<file path="config.mk">
export PLATFORM = sky130hd
export DESIGN_NAME = sseg_scan_capture
export DESIGN_NICKNAME = d
export VERILOG_FILES = /design/src/rtl/sseg_scan_capture.sv
export SDC_FILE = /design/constraint.sdc
export NUM_CORES = 1
export LEC_CHECK = 0
export BUFFER_PORTS_ARGS = -buffer_cell sky130_fd_sc_hd__buf_2
export CORE_MARGIN = 1
export CORE_UTILIZATION = 35
export CTS_BUF_LIST = sky130_fd_sc_hd__clkbuf_16
export DETAILED_ROUTE_END_ITERATION = 10
export GPL_TIMING_DRIVEN = 0
export MAX_ROUTING_LAYER = met4
export PLACE_DENSITY = 0.6
export SYNTH_ARGS = -nofsm -noshare
export SYNTH_HDL_FRONTEND = slang
export SYNTH_SLANG_ARGS = --single-unit
</file>
<file path="constraint.sdc">
create_clock -name clk_i -period 1.7 [get_ports clk_i]
set_input_delay 0.17 -clock clk_i [delete_from_list [all_inputs] [get_ports clk_i]]
set_output_delay 0.17 -clock clk_i [all_outputs]
set_load 0.01 [all_outputs]
</file>
<file path="src/rtl/sseg_scan_capture.sv">
// -----------------------------------------------------------------------------
// sseg_scan_capture
//
// Receive side of a 4-digit time-multiplexed seven-segment scan bus. The block
// watches the scanned anode/segment pair and demultiplexes it back into four
// static digit registers. It also pulses a frame strobe once all four digits
// have been captured.
//
// Every {an, sseg} pair passes through these steps:
//   1. It is synchronized through SYNC_STAGES flops.
//   2. It must then stay unchanged for STABLE_CYCLES cycles.
//   3. It is qualified once per dwell.
//   4. It is acted upon one cycle later. That extra registered stage gives a
//      latency of SYNC_STAGES + STABLE_CYCLES + 1 edges from the first sample
//      to the digit update.
//
// Ports
//   clk_i          system clock
//   rst_i          synchronous active-high reset
//   an_i[3:0]      scanned anode enables, active-low
//   sseg_i[6:0]    scanned segment pattern, captured raw
//   digit0_o..3_o  last captured pattern for anode 1110/1101/1011/0111
//   frame_valid_o  one-cycle pulse when all four digits have been captured
//   error_o        one-cycle pulse when a stable illegal anode pattern qualifies
// -----------------------------------------------------------------------------
module sseg_scan_capture #(
  parameter int SYNC_STAGES   = 2,
  parameter int STABLE_CYCLES = 4
) (
  input  logic       clk_i,
  input  logic       rst_i,
  input  logic [3:0] an_i,
  input  logic [6:0] sseg_i,
  output logic [6:0] digit0_o,
  output logic [6:0] digit1_o,
  output logic [6:0] digit2_o,
  output logic [6:0] digit3_o,
  output logic       frame_valid_o,
  output logic       error_o
);

  localparam int              CW       = $clog2(STABLE_CYCLES + 1);
  localparam logic [CW-1:0]   CNT_MAX  = CW'(STABLE_CYCLES);
  localparam logic [CW-1:0]   CNT_QUAL = CW'(STABLE_CYCLES - 1);
  localparam logic [10:0]     IDLE_PAIR = {4'hF, 7'h00};

  // Synchronizer chain; each entry holds the {an, sseg} pair.
  logic [10:0]   sync_q [SYNC_STAGES];
  logic [10:0]   s;
  logic [10:0]   s_q;
  logic [CW-1:0] cnt_q;
  logic          captured_q;
  logic          changed;
  logic          qualify;

  // Registered qualification: the pair plus a valid flag.
  logic          qual_q;
  logic [10:0]   qual_pair_q;

  // Decode of the qualified anode half.
  logic [3:0]    hit;
  logic          illegal;

  logic [6:0]    digit_q [4];
  logic [3:0]    seen_q;

  assign s       = sync_q[SYNC_STAGES-1];
  assign changed = (s != s_q);
  assign qualify = !changed && (cnt_q == CNT_QUAL) && !captured_q;

  // NOTE: sequential state uses non-blocking assignments only. Then every flop
  // in the chain samples the pre-edge value, regardless of statement order.
  //
  // NOTE: the synchronizer and digit arrays are reset explicitly. They are
  // small flop arrays, not RAM, and their reset values are architecturally
  // visible.
  always_ff @(posedge clk_i) begin
    if (rst_i) begin
      for (int i = 0; i < SYNC_STAGES; i++) sync_q[i] <= IDLE_PAIR;
      s_q <= IDLE_PAIR;
    end else begin
      sync_q[0] <= {an_i, sseg_i};
      for (int i = 1; i < SYNC_STAGES; i++) sync_q[i] <= sync_q[i-1];
      s_q <= s;
    end
  end

  // Stability counter. The captured flag limits each dwell to a single
  // qualification, however long the dwell lasts.
  always_ff @(posedge clk_i) begin
    if (rst_i) begin
      cnt_q       <= '0;
      captured_q  <= 1'b0;
      qual_q      <= 1'b0;
      qual_pair_q <= IDLE_PAIR;
    end else begin
      qual_q <= qualify;
      if (qualify) qual_pair_q <= s_q;
      if (changed) begin
        cnt_q      <= '0;
        captured_q <= 1'b0;
      end else begin
        if (cnt_q != CNT_MAX) cnt_q <= cnt_q + 1'b1;
        if (qualify) captured_q <= 1'b1;
      end
    end
  end

  // NOTE: every combinational output gets a default before the case. This
  // keeps an unlisted anode value from inferring a latch.
  always_comb begin
    hit     = 4'b0000;
    illegal = 1'b0;
    unique case (qual_pair_q[10:7])
      4'b1110: hit = 4'b0001;
      4'b1101: hit = 4'b0010;
      4'b1011: hit = 4'b0100;
      4'b0111: hit = 4'b1000;
      4'b1111: ;               // blanking: nothing to capture
      default: illegal = 1'b1;
    endcase
  end

  // Capture, frame tracking and the pulse outputs. The strobe fires in the
  // same cycle as the digit write that completes the mask.
  always_ff @(posedge clk_i) begin
    if (rst_i) begin
      for (int i = 0; i < 4; i++) digit_q[i] <= 7'h00;
      seen_q        <= 4'b0000;
      frame_valid_o <= 1'b0;
      error_o       <= 1'b0;
    end else begin
      frame_valid_o <= 1'b0;
      error_o       <= 1'b0;
      if (qual_q) begin
        if (illegal) begin
          error_o <= 1'b1;
        end else if (hit != 4'b0000) begin
          for (int i = 0; i < 4; i++)
            if (hit[i]) digit_q[i] <= qual_pair_q[6:0];
          if ((seen_q | hit) == 4'b1111) begin
            frame_valid_o <= 1'b1;
            seen_q        <= 4'b0000;
          end else begin
            seen_q <= seen_q | hit;
          end
        end
      end
    end
  end

  assign digit0_o = digit_q[0];
  assign digit1_o = digit_q[1];
  assign digit2_o = digit_q[2];
  assign digit3_o = digit_q[3];

endmodule

</file>
==> metrics.txt <==
status=completed; top cell type by total area after synthesis=dfxtp_1; post-route ant nets=0; leakage power total=0.00151 uW; number of global-route vias before repair=1,742; DR iter-0 viols=44; Avg Cell Area, Syn=12.0 um2; power per cell area=1120 nW/um2; Vias=1,876; layout cells sized above 1=27.0%; commonest non-fill, non-tap cell in the layout=dfxtp_1; Overflow after GRT=0; diode count=0; ranking of synthesized cells by area=dfxtp_1 35%, edfxtp_1 27%, and2_1 5.6%, nor2b_1 4.2%, mux2i_1 3.5%; initial antenna violation count=0; Internal=3460 uW; yosys warns=0; Buffers on Ports=41; WL/cell=11.4 um; critical path required time=1960 ps; io pins=43; Vias/cell=4.36; # clock sinks=83; final hold vios=0; most frequent cells in the layout=53 x dfxtp_1, 41 x buf_2, 28 x and2_1, 28 x edfxtp_1, 21 x nor2b_1; Reg power frac=49.4%; final count of pins violating max slew=0; Least-Margin Pin Slew=426 ps; Rel. slew slack=71.6%; remaining routing DRC violations=0; Detail Placement HPWL=3550 um; clk_lat worst skew=330 ps; switching power=843 uW; Worst Setup Start Kind=flop; Hold WC Path Type=input pin to flop; Final #Nets=333; placed cell area=3470 um2; Arrival @ worst endpoint=1890 ps; Setup Crit Path Kind=flop to flop; Post-synth EDFFs=28; htree depth=3; area delta synth->final=22.8%; Post-Synthesis Cells=262; critical register-to-register path startpoint=cnt_q[1]$_SDFFE_PP0P_; first-pass GRT wire length=7980 um; Cell Rows=34; CTS Buf Count=9; routability congestion estimate=0.702; Critical Path Sink Type=flop; fin area=3850 um2; Peak VDD IR=0.631 mV; FF+latch count, synth=83; DIE AREA=9330 um2; Yosys cell types=33; fmax=0.615 GHz; Setup-failing EPs final=0; Final Critical Period=1630 ps; drt first pass iters=5; GRT met1 Usage=13.2%; Combinational Power Share=3.5%; routing usage on met2=19.0%; asr flop ratio synth=0%; clock share of power=47.1%; Clock transition at path regs=60 ps; Yosys top cell area share=35.2%; Setup Skew=3.59 ps; CORE AREA=8680 um2; busiest grt layer=met2; placed insts=411; syn nets=278; Detailed Route WL=4890 um; largest net degree at the start of global routing=15; initial core utilization=36.1%; Max FO, Critical Path=5; max-cap viol count=0; switching portion of total power=19.6%; Die H=96.6 um; hold_sp=an_i[2]; Netlist Area Pre-Place=3130 um2; most used flip-flop cell after synthesis=dfxtp_1; met3 GRT Util=5.09%; Max Buffers Root-to-Sink=2; crit path from=cnt_q[1]$_SDFFE_PP0P_; TritonCTS clock tree=done; fin cells=430; Die X-Extent=96.6 um; register area share after synthesis=62.0%; Final Cycle Share=95.7%; Root Driver=clkbuf_16; Overall Global Routing Usage=12.0%
## power by group through the flow
stage / registers, uW / clock network [uW] / logic [uW]
after detailed placement: 2170 / 0 / 152
after global routing: 2130 / 2160 / 174
after floorplan: 2180 / 0 / 85.8
after CTS: 2120 / 2090 / 153
after global placement: 2170 / 0 / 149
final: 2120 / 2020 / 152
## worst paths after layout
kind / to / slack [ps] / cells after the start
worst max-delay path: qual_pair_q[4]$_SDFFE_PP0P_ / 70 / 7
worst min-delay path: sync_q[0][9]$_SDFF_PP1_ / 20 / 2
worst max register to register: qual_pair_q[4]$_SDFFE_PP0P_ / 70 / 7
worst min register to register: sync_q[0][20]$_SDFF_PP1_ / 410 / 1
## metrics by stage
step | hold WS [ps] | total power (uW) | TNS (ps) | worst slack, ps | utilization (%)
6_report | 21.2 | 4300 | 0 | 73.0 | 44.3
5_1_grt | 5.63 | 4460 | -0.565 | -0.565 | 44.3
4_1_cts | 10.0 | 4360 | 0 | 69.7 | 43.7
3_5_place_dp | 357 | 2320 | 0 | 93.8 | 40.0
3_3_place_gp | 353 | 2310 | 0 | 108 | 40.0
2_1_floorplan | 274 | 2260 | 0 | 248 | -
## kinds of logic after synthesis
family                     count (synthesis)  synth area share (%)
and+or+nand+nor                          116                  22.5
AOI/OAI and AO/OA                         18                  3.80
xor gates and xnor gates                  13                  3.64
adders and majority gates                  4                  1.52
DFF                                       83                  62.0
muxes                                     11                  3.52
buffers and inverters                     17                  3.04
## registers in the layout (all words and copies together) (netlist names)
signal and cells:
cnt_q 3, sync_q 22, qual_pair_q 11, qual_q 1
frame_valid_o 1, error_o 1, s_q 11, digit_q 28
seen_q 4, captured_q 1
## cell type report
class	count	area (um2)
inverters	6	22.5
plain buffers	11	72.6
fillers	843	4830
flip-flops and latches	83	1940
multi-input cells	162	1110
well taps	108	135
repair buffers	44	245
clock buffers	9	225
clock inverters	7	93.8
## metal layers
metal | vias up | wire length, um
li1 | 986 | -
met1 | 841 | 2300
met2 | 43 | 2260
met3 | 6 | 272
met4 | 0 | 49
met5 | - | 0
## what timing repair did
action	4_1_cts	5_1_grt
endpoints found under the setup margin	0	11
buffers inserted	0	2
hold buffers	0	0
gates resized for setup	0	5
## Yosys cell counts (3+ instances only)
| library cell | count |
|---|---|
| dfxtp_1 | 55 |
| and2_1 | 28 |
| edfxtp_1 | 28 |
| nor2b_1 | 21 |
| nor2_1 | 18 |
| nand2b_1 | 15 |
| or2_2 | 13 |
| mux2i_1 | 11 |
| xor2_1 | 11 |
| a21oi_1 | 8 |
| clkbuf_1 | 8 |
| inv_1 | 6 |
| a21o_1 | 4 |
| nand2_1 | 4 |
| and4b_2 | 3 |
| ha_1 | 3 |
| nand3_1 | 3 |
| nor3_1 | 3 |
## worst max-delay path, cell delays in order, from the launching register on
cell	delay [ps]
dfxtp_2	340
ha_1	150
ha_2	200
nand2b_4	60
nor4_1	220
and3_4	260
clkbuf_16	150
mux2i_1	170
Power figures use the tool's default switching activity.
